## config.mk

```make
export PLATFORM = sky130hd
export DESIGN_NAME = argmax_classifier_flat
export DESIGN_NICKNAME = d
export VERILOG_FILES = /design/src/rtl/argmax_classifier_pkg.sv /design/src/rtl/argmax_classifier_if.sv /design/src/rtl/argmax_classifier_result_fifo.sv /design/src/rtl/argmax_classifier.sv /design/src/flat_wrapper.sv
export SDC_FILE = /design/constraint.sdc
export NUM_CORES = 1
export LEC_CHECK = 0
export ABC_AREA = 1
export CAP_MARGIN = 20
export CORE_ASPECT_RATIO = 1.5
export CORE_MARGIN = 8
export CORE_UTILIZATION = 59
export CTS_CLUSTER_SIZE = 28
export DETAILED_ROUTE_END_ITERATION = 16
export HOLD_SLACK_MARGIN = 0.15
export MAX_ROUTING_LAYER = met4
export PLACE_DENSITY = 0.84
export SLEW_MARGIN = 40
export SYNTH_ARGS = -nofsm -noshare
export SYNTH_HDL_FRONTEND = slang
export SYNTH_SLANG_ARGS = --single-unit
export TNS_END_PERCENT = 30
```

## constraint.sdc

```tcl
create_clock -name clk -period 3.7 [get_ports clk]
set_clock_uncertainty 0.05 [all_clocks]
set_input_delay 0.74 -clock clk [delete_from_list [all_inputs] [get_ports clk]]
set_output_delay 0.74 -clock clk [all_outputs]
set_load 0.1 [all_outputs]
```

## src/rtl/argmax_classifier_pkg.sv

```systemverilog
// Shared types and defaults for the argmax classifier.
// Optional feature macro: ARGMAX_MAXVAL_EN (result entries also carry the winning activation).
package argmax_pkg;

    localparam int M_DEF     = 8;
    localparam int T_DEF     = 16;
    localparam int DEPTH_DEF = 2;
    localparam int IW_DEF    = $clog2(M_DEF);

    typedef logic signed [T_DEF-1:0] act_t;

    typedef struct packed {
        logic [IW_DEF-1:0] idx;
`ifdef ARGMAX_MAXVAL_EN
        act_t              val;
`endif
    } result_t;

    // ACCUM: collecting elements 0..M-2; COMMIT: the final element is due, and
    // accepting it writes the result into the output FIFO in the same cycle.
    typedef enum logic {ACCUM, COMMIT} scan_state_t;

endpackage

```

## src/rtl/argmax_classifier_if.sv

```systemverilog
// Stream interface between the final FC layer, the classifier and the result consumer.
// Optional feature macro: ARGMAX_MAXVAL_EN (adds max_out).
interface argmax_classifier_if
    import argmax_pkg::*;
#(
    parameter int M = M_DEF,
    parameter int T = T_DEF
);
    localparam int IW = $clog2(M);

    logic                 s_valid;
    logic                 s_ready;
    logic signed [T-1:0]  data_in;
    logic                 m_valid;
    logic                 m_ready;
    logic [IW-1:0]        class_out;
`ifdef ARGMAX_MAXVAL_EN
    logic signed [T-1:0]  max_out;
`endif

`ifdef ARGMAX_MAXVAL_EN
    modport slave  (input s_valid, data_in, m_ready, output s_ready, m_valid, class_out, max_out);
    modport master (output s_valid, data_in, m_ready, input s_ready, m_valid, class_out, max_out);
`else
    modport slave  (input s_valid, data_in, m_ready, output s_ready, m_valid, class_out);
    modport master (output s_valid, data_in, m_ready, input s_ready, m_valid, class_out);
`endif

endinterface

```

## src/rtl/argmax_classifier_result_fifo.sv

```systemverilog
// Small synchronous result FIFO holding finished classifications until the consumer takes them.
// Push into an empty FIFO shows up at the head on the following cycle (no bypass).
module argmax_result_fifo #(
    parameter int W     = 8,
    parameter int DEPTH = 2
) (
    input  logic         clk,
    input  logic         reset,
    input  logic         push,
    input  logic [W-1:0] din,
    input  logic         pop,
    output logic [W-1:0] dout,
    output logic         full,
    output logic         empty
);
    localparam int PW = (DEPTH > 1) ? $clog2(DEPTH) : 1;
    localparam int CW = $clog2(DEPTH + 1);

    logic [W-1:0]  mem [DEPTH];
    logic [PW-1:0] rd_ptr;
    logic [PW-1:0] wr_ptr;
    logic [CW-1:0] count;
    logic          do_push;
    logic          do_pop;

    function automatic logic [PW-1:0] next_ptr(input logic [PW-1:0] p);
        return (p == PW'(DEPTH - 1)) ? '0 : p + PW'(1);
    endfunction

    // Guard the raw requests so a misbehaving neighbour can never corrupt the pointers.
    always_comb begin
        do_push = push && !full;
        do_pop  = pop && !empty;
        full    = (count == CW'(DEPTH));
        empty   = (count == '0);
        dout    = mem[rd_ptr];
    end

    // Storage, pointers and occupancy; simultaneous push and pop leave count unchanged.
    always_ff @(posedge clk) begin
        if (reset) begin
            rd_ptr <= '0;
            wr_ptr <= '0;
            count  <= '0;
            for (int i = 0; i < DEPTH; i++) begin
                mem[i] <= '0;
            end
        end else begin
            if (do_push) begin
                mem[wr_ptr] <= din;
                wr_ptr      <= next_ptr(wr_ptr);
            end
            if (do_pop) begin
                rd_ptr <= next_ptr(rd_ptr);
            end
            case ({do_push, do_pop})
                2'b10:   count <= count + CW'(1);
                2'b01:   count <= count - CW'(1);
                default: count <= count;
            endcase
        end
    end

endmodule

```

## src/rtl/argmax_classifier.sv

```systemverilog
// Argmax classifier: scans M signed activations per vector and queues the winning index.
// Ties resolve to the lowest index. Optional feature macro: ARGMAX_MAXVAL_EN
// (the winning activation is queued alongside the index and driven on max_out).
module argmax_classifier
    import argmax_pkg::*;
#(
    parameter int M     = M_DEF,
    parameter int T     = T_DEF,
    parameter int DEPTH = DEPTH_DEF
) (
    input logic                clk,
    input logic                reset,
    argmax_classifier_if.slave bus
);
    localparam int IW = $clog2(M);
`ifdef ARGMAX_MAXVAL_EN
    localparam int W = IW + T;
`else
    localparam int W = IW;
`endif
    localparam logic [IW-1:0] LAST_IDX = IW'(M - 1);

    scan_state_t          state_q;
    scan_state_t          state_d;
    logic [IW-1:0]        idx_q;
    logic signed [T-1:0]  best_val_q;
    logic [IW-1:0]        best_idx_q;

    logic                 s_ready;
    logic                 accept;
    logic                 push;
    logic                 pop;
    logic                 fifo_full;
    logic                 fifo_empty;
    logic                 data_wins;
    logic [IW-1:0]        win_idx;
    logic [W-1:0]         push_data;
    logic [W-1:0]         head_data;

    // Scan state register.
    always_ff @(posedge clk) begin
        if (reset) begin
            state_q <= ACCUM;
        end else begin
            state_q <= state_d;
        end
    end

    // Enter COMMIT once element M-2 is taken; leave it when the final element is taken.
    always_comb begin
        state_d = state_q;
        if (accept) begin
            case (state_q)
                ACCUM:   if (idx_q == IW'(M - 2)) state_d = COMMIT;
                COMMIT:  state_d = ACCUM;
                default: state_d = ACCUM;
            endcase
        end
    end

    // Handshake outputs: only the final element of a vector waits for FIFO space.
    always_comb begin
        s_ready = !((state_q == COMMIT) && fifo_full);
        accept  = bus.s_valid && s_ready;
        push    = accept && (state_q == COMMIT);
        pop     = !fifo_empty && bus.m_ready;
    end

    // Final compare folds the live input in so the result is queued on the last accept.
    always_comb begin
        data_wins = (bus.data_in > best_val_q);
        win_idx   = data_wins ? idx_q : best_idx_q;
`ifdef ARGMAX_MAXVAL_EN
        push_data = {win_idx, (data_wins ? bus.data_in : best_val_q)};
`else
        push_data = win_idx;
`endif
    end

    // Running best and element counter; element 0 always seeds the running best.
    always_ff @(posedge clk) begin
        if (reset) begin
            idx_q      <= '0;
            best_val_q <= '0;
            best_idx_q <= '0;
        end else if (accept) begin
            if (idx_q == '0) begin
                best_val_q <= bus.data_in;
                best_idx_q <= '0;
            end else if (data_wins) begin
                best_val_q <= bus.data_in;
                best_idx_q <= idx_q;
            end
            idx_q <= (idx_q == LAST_IDX) ? '0 : idx_q + IW'(1);
        end
    end

    argmax_result_fifo #(
        .W     (W),
        .DEPTH (DEPTH)
    ) u_fifo (
        .clk   (clk),
        .reset (reset),
        .push  (push),
        .din   (push_data),
        .pop   (pop),
        .dout  (head_data),
        .full  (fifo_full),
        .empty (fifo_empty)
    );

    // Drive the stream interface from the handshake logic and the FIFO head.
    always_comb begin
        bus.s_ready   = s_ready;
        bus.m_valid   = !fifo_empty;
        bus.class_out = head_data[W-1 -: IW];
`ifdef ARGMAX_MAXVAL_EN
        bus.max_out   = head_data[T-1:0];
`endif
    end

endmodule

```

## src/flat_wrapper.sv

```systemverilog
// flat-port wrapper written by rule: the top's interface ports become plain ports
module argmax_classifier_flat import argmax_pkg::*;
#(
    parameter int M     = M_DEF,
    parameter int T     = T_DEF,
    parameter int DEPTH = DEPTH_DEF
)
  (clk, reset, bus_s_valid, bus_data_in, bus_m_ready, bus_s_ready, bus_m_valid, bus_class_out);
  argmax_classifier_if #(.M(M), .T(T)) bus_i ();
  input logic clk;
  input logic reset;
  input wire logic [$bits(bus_i.s_valid)-1:0] bus_s_valid;
  input wire logic [$bits(bus_i.data_in)-1:0] bus_data_in;
  input wire logic [$bits(bus_i.m_ready)-1:0] bus_m_ready;
  output wire logic [$bits(bus_i.s_ready)-1:0] bus_s_ready;
  output wire logic [$bits(bus_i.m_valid)-1:0] bus_m_valid;
  output wire logic [$bits(bus_i.class_out)-1:0] bus_class_out;
  assign bus_i.s_valid = bus_s_valid;
  assign bus_i.data_in = bus_data_in;
  assign bus_i.m_ready = bus_m_ready;
  assign bus_s_ready = bus_i.s_ready;
  assign bus_m_valid = bus_i.m_valid;
  assign bus_class_out = bus_i.class_out;
  argmax_classifier #(.M(M), .T(T), .DEPTH(DEPTH)) u_core (.clk(clk), .reset(reset), .bus(bus_i));
endmodule
```

## Word-level counts from Yosys, hierarchy flattened

Memory sizes are Yosys's and may differ from the RTL's. A register that Yosys moved wholly into a read port is not among the register bits.
Index checks and enable logic that the tools add are counted.

- Add/subtract/negate cells: 5
- Magnitude comparators: 1
- Eq/ne operators: 5
- Mux-type cells: 20
- Bitwise logic cells: 1
- Reduce and logical (&&, ||, !) cells: 15

Operator list:

| cell | number |
|---|---|
| two-way mux 16 bit | 2 |
| greater-than comparator 16 bit | 1 |
| two-way mux 1 bit | 12 |
| two-way mux 3 bit | 4 |
| == test 3 bit, second input constant | 2 |
| logical AND 1 bit | 6 |
| == test 2 bit, second input constant | 2 |
| one-hot mux 2 bit (2 select lines) | 1 |
| nonzero test 2 bit | 2 |
| adder 3 x 1 -> 3 bit, second input constant | 1 |
| zero test 1 bit | 3 |
| zero test 3 bit | 1 |
| OR reduction 3 bit | 1 |
| adder 1 bit, second input constant | 2 |
| adder 2 x 1 -> 2 bit, second input constant | 1 |
| == test 2 x 1 -> 1 bit, second input constant | 1 |
| zero test 2 bit | 1 |
| one-hot mux 1 bit (2 select lines) | 1 |
| AND reduction 2 bit | 1 |
| subtractor 2 x 1 -> 2 bit, second input constant | 1 |
| inverter 1 bit | 1 |

- Flip-flop bits (word level): 27
- Bits in writable memories: 6
- Input bits: 20
- Output and inout port bits: 5
- Word-level logic and storage cells: 55
- Memories: 1

Memories:

| name | depth | bits a word | rd ports | clocked after Yosys merged registers in | write ports | RTL line | source |
|---|---|---|---|---|---|---|---|
| u_core.u_fifo.mem | 2 | 3 | 1 | 1 | 2 | argmax_classifier_result_fifo.sv:19 | `logic [W-1:0] mem [DEPTH];` |

## Longest topological paths before layout

Gate-level depths: netlist of run 1.

- Depth in word-level cells: 11
- Mapped depth: 18

## Cells and area by module

A second synthesis of run 1 with hierarchy kept.

- Cells, all modules: 278
- Area, all modules: 2197.1 um2

By module, submodules not included:

| module | instances | cells an instance | area an instance (um2) | sequential area each (um2) |
|---|---|---|---|---|
| argmax_classifier | 1 | 219 | 1639.1 | 460.4 |
| argmax_result_fifo | 1 | 59 | 558.0 | 280.3 |

## Worst setup path before layout of run 1

OpenSTA, ideal clock, no wires.

- Kind: flip-flop to flip-flop
- Start: reg u_core.u_fifo.count[0]
- End: reg u_core.u_fifo.count[1]
- Setup time: 0.122 ns
- Data arrival time: 2.301 ns
- Data required time: 3.528 ns
- Path slack: 1.227 ns
- Stages on the path, launching flop included: 11
- Buffers on the path: 0
- Period minus slack after synthesis: 2.473 ns
- Path through: dfxtp_1 inv_1 nand3_1 nand2_1 inv_1 nand2_1 ha_1 a21oi_1 o21ai_0 o21ai_0 a21oi_1

- Cells in the longest elaborated chain, start to end: 8
- Elaborated cells on any way between the ends: 17
- Those cells by class: 2 x add/sub; 3 x eq/ne; 1 x mux; 11 x reduce/logical

Ends and longest elaborated chain:

| what | RTL line | source |
|---|---|---|
| start, declared | argmax_classifier_result_fifo.sv:22 | `logic [CW-1:0] count;` |
| start signal, assigned | argmax_classifier_result_fifo.sv:57 | `2'b10: count <= count + CW'(1);` |
| start signal, assigned | argmax_classifier_result_fifo.sv:58 | `2'b01: count <= count - CW'(1);` |
| start signal, assigned | argmax_classifier_result_fifo.sv:59 | `default: count <= count;` |
| == test 2 bit (*) | argmax_classifier_result_fifo.sv:34 | `full = (count == CW'(DEPTH));` |
| logical AND 1 bit (*) | argmax_classifier.sv:63 | `s_ready = !((state_q == COMMIT) && fifo_full);` |
| zero test 1 bit (*) | argmax_classifier.sv:63 |  |
| via bus_s_ready | flat_wrapper.sv:15 | `output wire logic [$bits(bus_i.s_ready)-1:0] bus_s_ready;` |
| logical AND 1 bit (*) | argmax_classifier.sv:64 | `accept = bus.s_valid && s_ready;` |
| logical AND 1 bit (*) | argmax_classifier.sv:65 | `push = accept && (state_q == COMMIT);` |
| logical AND 1 bit (*) | argmax_classifier_result_fifo.sv:32 | `do_push = push && !full;` |
| == test 2 x 1 -> 1 bit / == test 2 bit (equally long branches) | argmax_classifier_result_fifo.sv:56 | `case ({do_push, do_pop})` |
| one-hot mux 2 bit (2 select lines) / nonzero test 2 bit (equally long branches) | -- |  |

The timed path passes the listed nets; every way through them passes the cells marked *.
A chain may end at the register's enable or synchronous reset.

## Worst setup path after layout of run 1

- Start: in bus_data_in[15]
- End: reg u_core.best_val_q[0]

- Cells in the longest elaborated chain, start to end: 3

Ends and longest elaborated chain:

| what | RTL line | source |
|---|---|---|
| start, declared | flat_wrapper.sv:13 | `input wire logic [$bits(bus_i.data_in)-1:0] bus_data_in;` |
| greater-than comparator 16 bit | argmax_classifier.sv:71 | `data_wins = (bus.data_in > best_val_q);` |
| nonzero test 2 bit (no line) | -- |  |
| AND reduction 2 bit (no line) | -- |  |
| end signal, assigned | argmax_classifier.sv:88 | `best_val_q <= bus.data_in;` |
| end signal, assigned | argmax_classifier.sv:91 | `best_val_q <= bus.data_in;` |
| end, declared | argmax_classifier.sv:26 | `logic signed [T-1:0] best_val_q;` |

Every way passes these cells.

==> flow_metrics.py, run 1 <==
metrics = {
    "outcome": {
        "outcome": "completed",
    },
    "yosys": {
        "synthesis.nets": 300,
        "syn-instance-count": 259,
        "synth_edf_count": 6,
        "post-synth-top-area-cell": "sky130_fd_sc_hd__dfxtp_1",
        "avgSynthCellArea_um2": 7.76,
        "synth-seq-cells": 34,
        "synth_largest_type_area_fraction": 0.279,
        "async_flop_share": 0,
        "synth.cell_area_um2": 2010,
        "synth_area_leaders": "sky130_fd_sc_hd__dfxtp_1, sky130_fd_sc_hd__ha_1, sky130_fd_sc_hd__nand2_1",
        "synth_seq_area_share": 0.369,
        "netlist-cell-type-count": 27,
        "synthesis_warning_total": 0,
        "postSynth.topFlopCell": "sky130_fd_sc_hd__dfxtp_1",
    },
    "detailed_routing": {
        "post_drt_wl_per_cell_um": 12.2,
        "via_count": 1713,
        "drt-vias-per-instance": 5.25,
        "route.final.wire_length_um": 3980,
        "initialDrtViolationCount": 93,
        "drt_drc_violations_left": 0,
        "antenna_left": 0,
        "detailedRoute.firstPassIterationCount": 4,
    },
    "sta": {
        "final_hold_viol_count": 0,
        "unrepaired_setup_endpoints_after_global_routing": "no",
        "worst-slew-pin-transition_ns": 0.486,
        "setup_tns_ns": 0,
        "period_minus_slack_ns": 2.64,
        "final_max_slew_viol_count": 0,
        "maxClockFrequency_mhz": 379,
        "worst_slew_margin_rel": 0.678,
        "setup_viol_count_final": 0,
        "final_min_period_over_clock_period": 0.713,
    },
    "clock_network": {
        "cts.clk_slew.worst_paths_ns": 0.07,
        "cts-htree-levels": 2,
        "cts_resized": 0,
        "cts-root-to-sink-buffers": 2,
        "cts_made_buffers": 5,
        "ctsHoldBuffers": 0,
        "cts_root_buffer": "sky130_fd_sc_hd__clkbuf_8",
        "worstSkewPairLatency_ns": 0.29,
        "cts_num_sinks": 34,
        "tritoncts": "done",
        "cts_setup_buffers": 0,
    },
    "floorplanning": {
        "die_area_um2": 5570,
        "core_um2": 3320,
        "die_w_um": 63.7,
        "top_level_ports": 25,
        "placement_rows": 26,
        "die_height_um": 87.5,
        "floorplan.initialDensity": 0.606,
    },
    "placement": {
        "port_buffers": 24,
        "gp_congestion": 0.848,
        "dp_hpwl_um": 3000,
        "post_place_cells": 318,
    },
    "global_routing": {
        "gr-max-usage-layer": "met2",
        "met1_usage": 0.149,
        "grt.total_usage": 0.157,
        "number_of_global_route_vias_before_repair": 1685,
        "grt_pass1_wl_um": 6900,
        "grt_antenna_before_repair": 0,
        "grt_max_degree": 33,
        "grt-ovfl-total": 0,
        "grt.met3_usage": 0.0387,
        "use_met2": 0.290,
    },
    "critical_path": {
        "timing.critical_path.from_type": "primary input",
        "cp.required_ns": 3.83,
        "r2r.worst_path.cells": 12,
        "arrival_ns": 2.77,
        "endpoint_type_of_the_worst_setup_path": "flop",
        "critical_setup_path_class": "in2reg",
        "worst_path_fanout_max": 32,
    },
    "power_and_ir_drop": {
        "power-per-cell-area_nw_per_um2": 415,
        "max_vdd_drop_v": 0.000378,
        "power.static_leakage_nw": 1.04,
    },
    "cells_and_area": {
        "layout_commonest_cell": "sky130_fd_sc_hd__nand2_1",
        "post_layout_nonfiller_instances": 326,
        "num-nets-final": 324,
        "synthToLayoutAreaGrowth_pct": 15.5,
        "most-common-layout-cells": "sky130_fd_sc_hd__nand2_1, sky130_fd_sc_hd__inv_1, sky130_fd_sc_hd__a21oi_1, sky130_fd_sc_hd__nor2_1, sky130_fd_sc_hd__dfxtp_1",
        "antenna_cells_inserted": 0,
        "fraction_of_layout_cells_with_a_size_suffix_above_1": 0.0915,
    },
    "hold_path": {
        "min-delay-path-class": "reg2reg",
        "hold-path-cell-count": 1,
    },
    "run": {
        "maxCapViolCount": 0,
    },
}
area by class of cell:
type                            count  area (um^2)
Clock inverter                      3         16.3
Tap cell                           42         52.6
Multi-Input combinational cell    182         1080
Clock buffer                        5         68.8
Timing Repair Buffer               26          238
Fill cell                         295          997
Sequential cell                    34          741
Inverter                           34          128
metrics by stage:
step	worst slack, ns	util	power (mW)	hold WS [ns]	area (um^2)
after floorplan	1.23	-	0.651	0.376	2010
after global placement	0.834	0.677	0.698	0.385	2250
after detailed placement	0.765	0.674	0.708	0.398	2240
after CTS	1.06	0.699	0.971	0.408	2320
after global routing	0.808	0.699	1.03	0.433	2320
final	1.06	0.699	0.964	0.408	2320
final timing paths:
kind | startpoint | to | slack, ns
hold reg to reg | u_core.u_fifo.rd_ptr | flop | 0.41
hold / removal | u_core.u_fifo.rd_ptr | flop | 0.41
setup / recovery | bus_data_in[15] | u_core.best_val_q[0] | 1.06
setup reg to reg | u_core.best_val_q[15] | u_core.best_val_q[0] | 1.61
cell families (layout without fill, tap and decap cells):
family          count (synthesis)  after routing  share of synthesized area
flops                          34             34                      0.369
simple gates                  114            114                      0.273
fa+ha+maj                      21             21                      0.131
mux                             3              3                     0.0168
compound gates                 44             44                      0.116
buf+inv                        43             68                     0.0953
power by group:
| part | switching (mW) | total [mW] | internal (mW) | leakage [nW] |
|---|---|---|---|---|
| Sequential | 0.0175 | 0.426 | 0.408 | 0.292 |
| Combinational | 0.169 | 0.275 | 0.106 | 0.711 |
| Clock | 0.135 | 0.263 | 0.129 | 0.0416 |
per-layer routing:
metal | vias to the layer above | part of all wire | wire length (um)
met5 | - | 0 | 0
met4 | 0 | 0.019 | 76
met3 | 8 | 0.034 | 134
met2 | 30 | 0.53 | 2120
met1 | 778 | 0.41 | 1650
li1 | 897 | - | -
cell usage after synthesis (3+ instances only):
cell and instances:
sky130_fd_sc_hd__nor2_1 28, sky130_fd_sc_hd__o21ai_0 7, sky130_fd_sc_hd__a21oi_1 32, sky130_fd_sc_hd__ha_1 21, sky130_fd_sc_hd__edfxtp_1 6, sky130_fd_sc_hd__nand3b_1 15
sky130_fd_sc_hd__buf_6 3, sky130_fd_sc_hd__mux2_2 3, sky130_fd_sc_hd__nand3_1 10, sky130_fd_sc_hd__buf_1 3, sky130_fd_sc_hd__dfxtp_1 28, sky130_fd_sc_hd__nand4_1 4
sky130_fd_sc_hd__nand2_1 50, sky130_fd_sc_hd__inv_1 33
worst max-delay path, stage by stage:
cell	delay [ns]
sky130_fd_sc_hd__clkdlybuf4s50_1	0.44
sky130_fd_sc_hd__ha_1	0.37
sky130_fd_sc_hd__a21oi_1	0.16
sky130_fd_sc_hd__o21ai_1	0.09
sky130_fd_sc_hd__a21oi_2	0.15
sky130_fd_sc_hd__nand2_1	0.08
sky130_fd_sc_hd__nand2_2	0.10
sky130_fd_sc_hd__nand3_4	0.10
sky130_fd_sc_hd__nand2_4	0.28
sky130_fd_sc_hd__nand3_1	0.11
sky130_fd_sc_hd__nand2_1	0.09
sky130_fd_sc_hd__nor2_1	0.04
sequential cells by signal, indices dropped and copies added (netlist names), named ones only:
signal / count
u_core.best_val_q: 16
u_core.u_fifo.mem: 6
u_core.best_idx_q: 3
u_core.idx_q: 3
u_core.u_fifo.count: 2
u_core.state_q: 1
u_core.u_fifo.rd_ptr: 1
u_core.u_fifo.wr_ptr: 1
No activity file was read; power rests on OpenSTA's default activity.
==> inputs of run 2 (changes only) <==
Settings changed: CORE_UTILIZATION 59 to 50, PLACE_DENSITY 0.84 to 0.76.
Clock period 3.7 ns to 2.38 ns, I/O delays scaled along.
==> flow_metrics.py, run 2 (same netlist as run 1, synthesis figures left out) <==
metrics = {
    "outcome": {
        "outcome": "completed",
    },
    "run": {
        "maxCapViolCount": 0,
    },
    "cells_and_area": {
        "fraction_of_layout_cells_with_a_size_suffix_above_1": 0.134,
        "final_core_util": 0.628,
        "synthToLayoutAreaGrowth_pct": 21.5,
        "layout.filler_cells": 351,
        "largest_regs": "u_core.best_val_q x16, u_core.u_fifo.mem x6",
        "most-common-layout-cells": "sky130_fd_sc_hd__nand2_1, sky130_fd_sc_hd__inv_1, sky130_fd_sc_hd__a21oi_1, sky130_fd_sc_hd__nor2_1, sky130_fd_sc_hd__dfxtp_1",
        "final_design_area_no_fill_um2": 2440,
        "antenna_cells_inserted": 0,
        "post_layout_nonfiller_instances": 337,
        "register_with_the_highest_flop_count": "u_core.best_val_q",
        "largest_register_ffs": 16,
        "num-nets-final": 332,
        "layout_commonest_cell": "sky130_fd_sc_hd__nand2_1",
    },
    "critical_path": {
        "cp.required_ns": 2.37,
        "arrival_ns": 2.24,
        "r2r_start": "u_core.best_val_q[13]",
        "worst_path_fanout_max": 3,
        "timing.critical_path.from_type": "primary input",
        "worst-r2r-setup-slack_ns": 0.37,
        "endpoint_type_of_the_worst_setup_path": "flop",
        "critical_setup_path_class": "in2reg",
        "critical_path_startpoint": "bus_data_in[13]",
    },
    "sta": {
        "final_min_period_over_clock_period": 0.948,
        "final_max_slew_viol_count": 0,
        "fin_ws_ns": 0.124,
        "final_hold_viol_count": 0,
        "worst-slew-pin-transition_ns": 0.330,
        "setup_tns_ns": 0,
        "worst_slew_margin_rel": 0.780,
        "setup_viol_count_final": 0,
        "period_minus_slack_ns": 2.26,
        "maxClockFrequency_mhz": 443,
    },
    "hold_path": {
        "min-delay-path-class": "reg2reg",
        "min-delay-start": "u_core.u_fifo.rd_ptr",
    },
    "detailed_routing": {
        "via_count": 1719,
        "drt-vias-per-instance": 5.10,
        "detailedRoute.firstPassIterationCount": 4,
        "initialDrtViolationCount": 134,
        "antenna_left": 0,
        "route.final.wire_length_um": 3980,
        "post_drt_wl_per_cell_um": 11.8,
        "drt_drc_violations_left": 0,
    },
    "clock_network": {
        "cts-root-to-sink-buffers": 2,
        "cts_made_buffers": 5,
        "cts_setup_buffers": 0,
        "cts_resized": 0,
        "cts-htree-levels": 2,
        "worstSkewPairLatency_ns": 0.28,
        "cts_root_buffer": "sky130_fd_sc_hd__clkbuf_8",
        "ctsHoldBuffers": 0,
        "cts_num_sinks": 34,
        "tritoncts": "done",
        "cts.clk_slew.worst_paths_ns": 0.07,
    },
    "floorplanning": {
        "die_height_um": 93.6,
        "placement_rows": 28,
        "floorplan.initialDensity": 0.517,
        "die_w_um": 67.8,
        "core_um2": 3890,
        "die_area_um2": 6350,
        "top_level_ports": 25,
    },
    "placement": {
        "placement.cell_area_um2": 2310,
        "post_place_cells": 329,
        "dp_hpwl_um": 2930,
        "port_buffers": 24,
        "pre_cts_slack_ns": -0.251,
        "gp_congestion": 0.810,
    },
    "power_and_ir_drop": {
        "power-per-cell-area_nw_per_um2": 680,
        "power.static_leakage_nw": 1.09,
        "max_vdd_drop_v": 0.000528,
    },
    "global_routing": {
        "number_of_global_route_vias_before_repair": 1649,
        "grt_pass1_wl_um": 6700,
        "grt_max_degree": 33,
        "grt_antenna_before_repair": 0,
        "grt-ovfl-total": 0,
        "grt.total_usage": 0.138,
    },
}
## run 2: changes by cell type in the layout (fill, tap and decap cells not counted), sizes merged
cell and delta:
buf +8, bufinv +1, clkinv -2, clkinvlp +1
## run 2: stage by stage
| step | hold slack (ns) | power (mW) |
|---|---|---|
| 2_1_floorplan | 0.376 | 1.01 |
| 3_3_place_gp | 0.385 | 1.11 |
| 3_5_place_dp | 0.393 | 1.13 |
| 4_1_cts | 0.406 | 1.66 |
| 5_1_grt | 0.433 | 1.76 |
| 6_report | 0.406 | 1.66 |
## run 2: area by class of cell
type	count	area, um^2	area share
multi-input combinational	182	1100	0.451
sequential	34	741	0.303
timing repair buffer	34	303	0.124
inverter	34	128	0.0523
clock buffer	5	68.8	0.0282
tap	45	56.3	0.0231
clock inverter	3	45.0	0.0184
## run 2: path summary, 6_finish.rpt
kind,to,depth (start not counted)
max,u_core.u_fifo.mem[0][0],11
min,flop,1
max reg2reg,u_core.u_fifo.mem[0][0],11
min reg2reg,flop,1
## run 2: layer usage
metal,global-route usage,vias up,part of all wire
li1,-,914,-
met1,0.132,776,0.42
met2,0.249,24,0.53
met3,0.0383,5,0.040
met4,0.0525,0,0.016
met5,-,-,0
## run 2: power by group
| part | internal, mW | total (mW) | switching, mW |
|---|---|---|---|
| combinational | 0.194 | 0.471 | 0.277 |
| sequential | 0.635 | 0.660 | 0.0257 |
| clock | 0.311 | 0.529 | 0.218 |
## run 2: worst max-delay path: stages
cell and delay (ns):
sky130_fd_sc_hd__clkdlybuf4s50_1 0.43, sky130_fd_sc_hd__ha_1 0.33, sky130_fd_sc_hd__a21oi_2 0.18, sky130_fd_sc_hd__o21ai_1 0.08
sky130_fd_sc_hd__a21oi_2 0.15, sky130_fd_sc_hd__nand3_2 0.12, sky130_fd_sc_hd__nand3_4 0.12, sky130_fd_sc_hd__buf_4 0.13
sky130_fd_sc_hd__nand2_1 0.06, sky130_fd_sc_hd__nand2_1 0.10, sky130_fd_sc_hd__nor2_1 0.06
==> inputs of run 3 (changes only) <==
Settings changed: CORE_ASPECT_RATIO 1.5 to 2.
==> flow_metrics.py, run 3 (same netlist as run 1, synthesis figures left out) <==
metrics = {
    "clock_network": {
        "cts.clk_slew.worst_paths_ns": 0.08,
        "cts_num_sinks": 34,
        "cts_root_buffer": "sky130_fd_sc_hd__clkbuf_8",
        "cts-htree-levels": 2,
        "cts-root-to-sink-buffers": 2,
        "worstSkewPairLatency_ns": 0.29,
        "cts_setup_buffers": 0,
        "cts_made_buffers": 5,
        "tritoncts": "done",
    },
    "cells_and_area": {
        "largest_register_ffs": 16,
        "num-nets-final": 332,
        "final_core_util": 0.647,
        "fraction_of_layout_cells_with_a_size_suffix_above_1": 0.147,
        "antenna_cells_inserted": 0,
        "post_layout_nonfiller_instances": 343,
        "layout_commonest_cell": "sky130_fd_sc_hd__nand2_1",
        "register_with_the_highest_flop_count": "u_core.best_val_q",
        "synthToLayoutAreaGrowth_pct": 23.8,
        "most-common-layout-cells": "sky130_fd_sc_hd__nand2_1, sky130_fd_sc_hd__inv_1, sky130_fd_sc_hd__a21oi_1, sky130_fd_sc_hd__dfxtp_1, sky130_fd_sc_hd__nor2_1",
        "largest_regs": "u_core.best_val_q x16, u_core.u_fifo.mem x6",
    },
    "sta": {
        "final_max_slew_viol_count": 0,
        "worst_hold_slack_ns": 0.404,
        "final_hold_viol_count": 0,
        "final_min_period_over_clock_period": 0.942,
        "maxClockFrequency_mhz": 446,
        "period_minus_slack_ns": 2.24,
        "worst-slew-pin-transition_ns": 0.324,
        "worst_slew_margin_rel": 0.784,
        "setup_viol_count_final": 0,
    },
    "floorplanning": {
        "die_w_um": 60.8,
        "core_um2": 3840,
        "floorplan.initialDensity": 0.523,
        "placement_rows": 32,
        "die_height_um": 106,
        "die_area_um2": 6430,
        "top_level_ports": 25,
    },
    "detailed_routing": {
        "drt_drc_violations_left": 0,
        "route.final.wire_length_um": 4140,
        "via_count": 1739,
        "initialDrtViolationCount": 37,
        "detailedRoute.firstPassIterationCount": 4,
        "antenna_left": 0,
        "post_drt_wl_per_cell_um": 12.1,
        "drt-vias-per-instance": 5.07,
    },
    "global_routing": {
        "grt_max_degree": 33,
        "grt.total_usage": 0.150,
        "grt-ovfl-total": 0,
        "grt_antenna_before_repair": 0,
        "number_of_global_route_vias_before_repair": 1794,
        "grt_pass1_wl_um": 7400,
    },
    "placement": {
        "dp_hpwl_um": 3150,
        "port_buffers": 24,
        "post_place_cells": 335,
        "gp_congestion": 0.843,
    },
    "power_and_ir_drop": {
        "max_vdd_drop_v": 0.000511,
        "power-per-cell-area_nw_per_um2": 675,
        "power.static_leakage_nw": 1.12,
    },
    "hold_path": {
        "min-delay-path-class": "reg2reg",
    },
    "critical_path": {
        "timing.critical_path.from_type": "primary input",
        "cp.required_ns": 2.38,
        "worst_path_fanout_max": 3,
        "arrival_ns": 2.24,
        "endpoint_type_of_the_worst_setup_path": "flop",
        "critical_setup_path_class": "in2reg",
    },
    "run": {
        "maxCapViolCount": 0,
    },
    "outcome": {
        "outcome": "completed",
    },
}
[run 3: timing repair]
item,CTS,global route
gates resized for setup,0,11
endpoints found under the hold margin,0,0
endpoints found under the setup margin,0,22
hold buffers,0,0
[run 3: worst max-delay path: stages]
cell and delay, ns:
sky130_fd_sc_hd__clkdlybuf4s50_1 0.43, sky130_fd_sc_hd__ha_1 0.34, sky130_fd_sc_hd__nand2_2 0.10, sky130_fd_sc_hd__nor3_4 0.21, sky130_fd_sc_hd__nand2_2 0.09, sky130_fd_sc_hd__nand2_1 0.08
sky130_fd_sc_hd__nand2_2 0.08, sky130_fd_sc_hd__nand3_4 0.09, sky130_fd_sc_hd__buf_4 0.13, sky130_fd_sc_hd__nand2_1 0.06, sky130_fd_sc_hd__nand2_1 0.11, sky130_fd_sc_hd__nor2_1 0.05
[run 3: cell type report]
cell class,count,area [um^2]
Clock inverter,3,45.0
Fill cell,357,1360
Sequential cell,34,741
Inverter,34,128
Clock buffer,5,68.8
Multi-Input combinational cell,182,1130
Timing Repair Buffer,34,308
Tap cell,51,63.8
[run 3: metrics by stage]
stage	TNS (ns)	area (um^2)	total power, mW	worst slack (ns)
floorplan	0	2010	1.01	0.273
global placement	-4.13	2320	1.12	-0.209
finish	0	2490	1.68	0.138
detailed placement	-4.87	2320	1.13	-0.228
global route	-0.0681	2490	1.80	-0.0234
CTS	0	2430	1.67	0.0810
[run 3: final timing paths]
path | slack [ns] | startpoint | cells past startpoint | endpoint
setup / recovery | 0.14 | bus_data_in[15] | 12 | u_core.u_fifo.mem[0][1]
hold / removal | 0.40 | u_core.u_fifo.rd_ptr | 1 | u_core.u_fifo.rd_ptr
setup reg to reg | 0.38 | u_core.best_val_q[15] | 12 | u_core.u_fifo.mem[0][1]
hold reg to reg | 0.40 | u_core.u_fifo.rd_ptr | 1 | u_core.u_fifo.rd_ptr
[run 3: layer usage]
metal	part of all wire	wire, um	up-vias	GRT usage
li1	-	-	913	-
met3	0.032	132	4	0.0268
met2	0.56	2320	24	0.275
met4	0.013	52	0	0.0723
met5	0	0	-	-
met1	0.39	1630	798	0.138
[run 3: where the power goes]
group / switching [mW] / leakage (nW) / total, mW / internal [mW]
Sequential: 0.0260 / 0.292 / 0.660 / 0.634
Combinational: 0.285 / 0.776 / 0.482 / 0.198
Clock: 0.227 / 0.0504 / 0.538 / 0.311
Total: 0.538 / 1.12 / 1.68 / 1.14
